`src/rtl/apb_cordic_regfile.sv`:
```
// apb_cordic_regfile: APB3 register front-end for the CORDIC control FSM (operands, config, INVTAN, status).
// Optional IRQ_EN register and registered irq output when CORDIC_IRQ_EN is defined.
module apb_cordic_regfile #(
    parameter logic [4:0]  RST_XYFRACBASE    = 5'd16,
    parameter logic [4:0]  RST_PHASEFRACBASE = 5'd16,
    parameter logic [31:0] RST_XYBASEONE     = 32'h0001_0000,
    parameter logic [31:0] RST_SCALE_FACTOR  = 32'h0000_9B75
) (
    input  logic          clk,
    input  logic          rst_n,
    input  logic          psel,
    input  logic          penable,
    input  logic          pwrite,
    input  logic [7:0]    paddr,
    input  logic [31:0]   pwdata,
    output logic [31:0]   prdata,
    output logic          pready,
    output logic          pslverr,
    output logic          cordic_start,
    output logic [2:0]    cordic_func,
    output logic [31:0]   a,
    output logic [31:0]   b,
    output logic [31:0]   c,
    output logic [31:0]   d,
    output logic [4:0]    xyfracbase,
    output logic [4:0]    phasefracbase,
    output logic [31:0]   scale_factor,
    output logic [31:0]   xybaseone,
    output logic [1023:0] invtan_flat,
    input  logic [191:0]  res_flat,
    input  logic          write_op,
    output logic          irq
);
    logic [31:0] invtan [32];
    logic [31:0] outr [6];
    logic        busy, done, err, irq_en;
    logic [5:0]  idx;
    logic [2:0]  oi;
    logic [31:0] rd;
    logic        acc, unmapped, is_out, locked, bad_start, bad, we, start_ok, unused_ok;

    assign idx       = paddr[7:2];
    assign oi        = idx[2:0] - 3'd2;
    assign acc       = psel & penable;
    assign unmapped  = idx > 6'd16 && !idx[5];
    assign is_out    = idx >= 6'd10 && idx <= 6'd15;
    assign locked    = idx == 6'd0 || (idx >= 6'd2 && idx <= 6'd9) || idx[5];
    assign bad_start = idx == 6'd0 && pwdata[0] && pwdata[6:4] > 3'd4;
    assign bad       = unmapped | (pwrite & (is_out | (busy & locked) | bad_start));
    assign pslverr   = acc & bad;
    assign we        = acc & pwrite & ~bad;
    assign start_ok  = we && idx == 6'd0 && pwdata[0];
    assign pready    = 1'b1;
    assign unused_ok = &{1'b0, paddr[1:0]};

    genvar k;
    generate
        for (k = 0; k < 32; k++) begin : g_inv
            assign invtan_flat[32*k +: 32] = invtan[k];
        end
    endgenerate

    always_ff @(posedge clk) begin
        if (!rst_n) begin
            {a, b, c, d} <= '0;
            cordic_func   <= '0;
            xyfracbase    <= RST_XYFRACBASE;
            phasefracbase <= RST_PHASEFRACBASE;
            scale_factor  <= RST_SCALE_FACTOR;
            xybaseone     <= RST_XYBASEONE;
            cordic_start  <= 1'b0;
            busy          <= 1'b0;
            done          <= 1'b0;
            err           <= 1'b0;
            for (int i = 0; i < 32; i++) invtan[i] <= '0;
            for (int i = 0; i < 6; i++) outr[i] <= '0;
        end else begin
            if (we) begin
                case (idx)
                    6'd0: cordic_func <= pwdata[6:4];
                    6'd2: a <= pwdata;
                    6'd3: b <= pwdata;
                    6'd4: c <= pwdata;
                    6'd5: d <= pwdata;
                    6'd6: xyfracbase <= pwdata[4:0];
                    6'd7: phasefracbase <= pwdata[4:0];
                    6'd8: scale_factor <= pwdata;
                    6'd9: xybaseone <= pwdata;
                    default: if (idx[5]) invtan[idx[4:0]] <= pwdata;
                endcase
            end
            if (write_op)
                for (int i = 0; i < 6; i++) outr[i] <= res_flat[32*i +: 32];
            cordic_start <= start_ok;
            busy <= start_ok ? 1'b1 : write_op ? 1'b0 : busy;
            // Result arrival beats both a fresh start and a software W1C in the same cycle
            done <= write_op ? 1'b1 : start_ok ? 1'b0 : done & ~(we && idx == 6'd1 && pwdata[1]);
            err  <= pslverr | (err & ~(we && idx == 6'd1 && pwdata[2]));
        end
    end

`ifdef CORDIC_IRQ_EN
    always_ff @(posedge clk) begin
        if (!rst_n) begin
            irq_en <= 1'b0;
            irq    <= 1'b0;
        end else begin
            if (we && idx == 6'd16) irq_en <= pwdata[0];
            irq <= irq_en & (done | err);
        end
    end
`else
    assign irq_en = 1'b0;
    assign irq    = 1'b0;
`endif

    always_comb begin
        rd = '0;
        case (idx)
            6'd0:  rd = {25'd0, cordic_func, 4'd0};
            6'd1:  rd = {29'd0, err, done, busy};
            6'd2:  rd = a;
            6'd3:  rd = b;
            6'd4:  rd = c;
            6'd5:  rd = d;
            6'd6:  rd = {27'd0, xyfracbase};
            6'd7:  rd = {27'd0, phasefracbase};
            6'd8:  rd = scale_factor;
            6'd9:  rd = xybaseone;
            6'd16: rd = {31'd0, irq_en};
            default: rd = is_out ? outr[oi] : idx[5] ? invtan[idx[4:0]] : 32'd0;
        endcase
        prdata = (psel & ~pwrite) ? rd : 32'd0;
    end
endmodule

```
`config.mk`:
```
export PLATFORM = sky130hd
export DESIGN_NAME = apb_cordic_regfile
export DESIGN_NICKNAME = d
export VERILOG_FILES = /design/src/rtl/apb_cordic_regfile.sv
export SDC_FILE = /design/constraint.sdc
export NUM_CORES = 2
export LEC_CHECK = 0
export CAP_MARGIN = 20
export CORE_AREA = 2 2 582 584
export CTS_CLUSTER_DIAMETER = 80
export DETAILED_ROUTE_END_ITERATION = 10
export DIE_AREA = 0 0 584 586
export MAX_ROUTING_LAYER = met4
export SYNTH_ARGS = -nofsm -noshare
export SYNTH_HDL_FRONTEND = slang
export SYNTH_SLANG_ARGS = --single-unit
```
`constraint.sdc`:
```
create_clock -name clk -period 6.15 [get_ports clk]
set_clock_uncertainty 0.1 [all_clocks]
set_input_delay 0.9225 -clock clk [delete_from_list [all_inputs] [get_ports clk]]
set_output_delay 0.9225 -clock clk [all_outputs]
set_load 0.02 [all_outputs]
```
==> impl_summary.md <==
Run status
The flow ran to the end, and the final reports show no timing, DRC or antenna violations.

Power
The power density over the cells is 285 nW/um2. The analysis attributes to net switching a power of 7.47 mW. The part of the total power dissipated in sequential elements is 44.2%. Cell internal power was estimated by the tool at 18.2 mW. Per report_power, the combinational group accounts for 15.3% of the total. Net switching is 29.1% of the power. The worst-case IR drop observed on VDD is 198 uV.

The analysis attributes to cell leakage a power of 31.5 nW. The design draws 25.7 mW. The clock network burns 40.5% of the power.

Die
Measured along the y axis, the die boundary spans 586 um. The total I/O pin count is 1503. The core region is 336000 um2.

The site row count is 213. The initial utilization of the core area, before any placement, comes to 18.5%. The floorplan die area is 342000 um2. Measured along the x axis, the die boundary spans 584 um.

Finish
The area growth from synthesis to layout is 45.3%. The net count of the finished layout is 6488. The library cells used most frequently in the layout, excluding fill and tap cells, are 1477 x clkdlybuf4s50_1, 1216 x edfxtp_1, 1043 x nor2_1, 448 x nand2_1, 368 x mux2i_1. For this run, the number of standard cells in the final layout without fillers is 10873. The share of layout cells above drive strength 1 is 13.8%. The most frequent standard cell in the layout excluding fill and tap cells is clkdlybuf4s50_1.

Global route
The wire length of the first global-routing pass is 583 mm. The via count of the first global-routing pass is 51873. The global router's overall resource usage is 27.2%. The total congestion overflow after global routing is 0.

The initial antenna violation count is 96. Entering global routing, the biggest net connects 129 pins.

Route
The number of vias per cell after detailed routing is 4.96. Dividing the detail-routed wire length by the instance count gives 43.3 um. The number of iterations in the first detailed-routing pass is 7. For this block, the routed nets add up to 470 mm of wire.

After the first detailed-routing iteration, the DRC count stood at 8978. Once detail routing completed, the nets flagged for antenna violations numbered 0. After detailed routing, the number of remaining DRC violations is 0. Summing over every cut layer, the via total after detailed routing is 53938.

Synth
Among all flip-flop cells after synthesis, the most frequent one is edfxtp_1. The synthesized cell area is 62000 um2. The Yosys step of the flow raised 0 warnings. The count of distinct cell types in the synthesized netlist is 58. The post-synthesis average cell area is 13.2 um2.

The biggest area contributor in the post-synthesis netlist is edfxtp_1. The portion of the post-synthesis area used by sequential elements is 65.6%. The fraction of synthesis flops using an asynchronous set or reset pin is 0%. Synthesis produced a netlist with a net count of 4922. The post-synthesis instance total is 4683.

In this run, synthesis inferred 1216 flip-flops with an integrated enable. The share of the synthesized area in the top cell type is 58.9%. The synthesized design contains 1425 register bits.

Sorting the synthesized cells by area gives the leading types as edfxtp_1 59%, mux4_2 8.3%, dfxtp_1 6.7%, nor2_1 6.3%, mux2i_1 5.9%.

Placed design
Detailed placement ended at an HPWL of 360 mm. The instance count after placement with tap cells included is 10480. Routability-driven placement finished with a final weighted congestion of 0.952.

Port buffering added 1498 buffers.

Timing
The max-slew violation count is 0. For this run, the top clock speed supported by timing is 0.165 GHz. The slew at the pin closest to its max-slew limit is 1.24 ns. Counting I/O delays and the setup requirement, the final critical path takes 6.08 ns. Setup violations remaining at the end of the flow were counted as 0. The final cycle utilization of the critical path is 98.8%.

The aggregate negative setup slack is 0 ns. Headroom to the max-slew limit came out at 17.3%. Setup repair after global routing left no endpoint under its margin. The number of hold violations in the final report came to 0.

Clocking
The clock passes through at most 4 buffers. At the later pin of the worst-skew pair, clock insertion delay measures 0.84 ns. The CTS tree is yes. The number of buffers added for setup after CTS is 0. The root buffer selected by CTS is clkbuf_16. In this run, CTS created clock tree buffers numbering 171. After clock tree synthesis, the clock-pin slew on the worst setup and hold paths is 0.05 ns. Clock tree synthesis found a total of 1425 sinks. The number of hold buffers added after CTS is 0. The depth of the CTS H-tree is 4.

Worst setup path
The signal arrival time at the worst endpoint is 5.05 ns. Of all nets on the critical path, the largest fanout is 38. STA classifies the critical path endpoint as an output pin. For the worst setup path, the data required time is 5.13 ns. The kind of start point of the critical path is an input pin. The critical path is of the in -> out type.

Worst hold path
The path class of the tightest hold or removal check is reg -> reg.

Flow run
Across the run, the number of max-cap violations was 0.
-- routing by layer --
metal | vias up | wire, um | GRT usage, %
met5 | - | 0 | -
met4 | 0 | 27500 | 13.2
met3 | 960 | 54000 | 8.26
met2 | 4824 | 212000 | 41.7
met1 | 27533 | 177000 | 32.4
li1 | 20621 | - | -
-- metrics by stage --
step                      utilization [%]  hold slack, ns  instance area, um2  worst slack, ns
after CTS                            26.7           0.377               89800           0.0403
after global placement               25.0           0.362               84100           -0.865
after global routing                 26.8           0.384               90000           0.0146
final                                26.8           0.379               90100           0.0742
after detailed placement             25.1           0.365               84200          -0.0342
after floorplan                         -           0.347               62000           -0.228
-- repair_timing --
item / in CTS / in global routing
setup endpoints to repair: 1 / 1
cloned: 0 / 0
resized for setup: 1 / 1
-- power by group through the flow --
stage,clock (mW),sequential (mW),combinational [mW]
5_1_grt,10.8,11.4,4.02
3_3_place_gp,0,11.5,3.91
6_report,10.4,11.3,3.94
3_5_place_dp,0,11.5,3.93
4_1_cts,10.5,11.3,3.94
2_1_floorplan,0,11.8,0.952
-- layout make-up --
type,count,area (um2)
Antenna cell,85,213
Multi-Input combinational cell,2850,20000
Inverter,17,70.1
Fill cell,34483,246000
Tap cell,4407,5510
Clock buffer,206,4520
Sequential cell,1425,40700
Timing Repair Buffer,1784,18000
Clock inverter,99,1070
-- Yosys cell counts, drive strengths merged (2+ instances only) --
master	n
clkbuf	191
edfxtp	1216
a311oi	6
a211oi	7
inv	17
and2	4
nor4	2
mux4	229
nor3	17
o21a	2
nand2	455
nor2b	6
a221o	2
o21ai	139
nand2b	5
nand3b	4
a21o	2
o211ai	13
o221ai	49
nand3	38
a222oi	31
a31o	9
buf	200
mux2	7
a2111oi	8
o22ai	9
mux2i	368
a211o	2
nand4	8
a22o	2
a21oi	55
conb	2
a221oi	17
o31a	2
a22oi	67
dfxtp	209
and3	208
or3b	2
nor2	1045
a31oi	18
-- final timing paths --
check | start | end | slack (ns) | depth (start not counted)
setup / recovery | paddr[2] | prdata[22] | 0.07 | 8
hold / removal | a[25]$_SDFFE_PN0P_ | a[25]$_SDFFE_PN0P_ | 0.38 | 2
setup reg to reg | busy$_SDFFE_PN0P_ | invtan[2][24]$_SDFFCE_PN0P_ | 2.83 | 5
hold reg to reg | a[25]$_SDFFE_PN0P_ | a[25]$_SDFFE_PN0P_ | 0.38 | 2
-- sequential cells by signal, indices dropped and copies added (netlist names) --
signal and flops:
phasefracbase 5, b 32, err 1, c 32, outr 192, d 32, scale_factor 32, invtan 1024
cordic_start 1, cordic_func 3, xybaseone 32, done 1, a 32, xyfracbase 5, busy 1
-- cell families after synthesis --
group	share of synthesized area, %
AND/OR/NAND/NOR	12.0
flip-flops	65.6
multiplexers	14.4
buffers and inverters	3.02
AO/OA/AOI/OAI	4.94
adder cells (fa/ha/maj)	0.0202
other	0.0121
-- critical path, stage by stage --
cell             delay, ns
buf_8                 0.38
nand3_4               0.69
o221ai_1              0.43
a21oi_1               0.07
nand2_1               0.47
a31oi_1               0.29
a311oi_1              0.66
clkdlybuf4s50_1       0.74
Note: power is estimated with default switching activity, not from simulation.
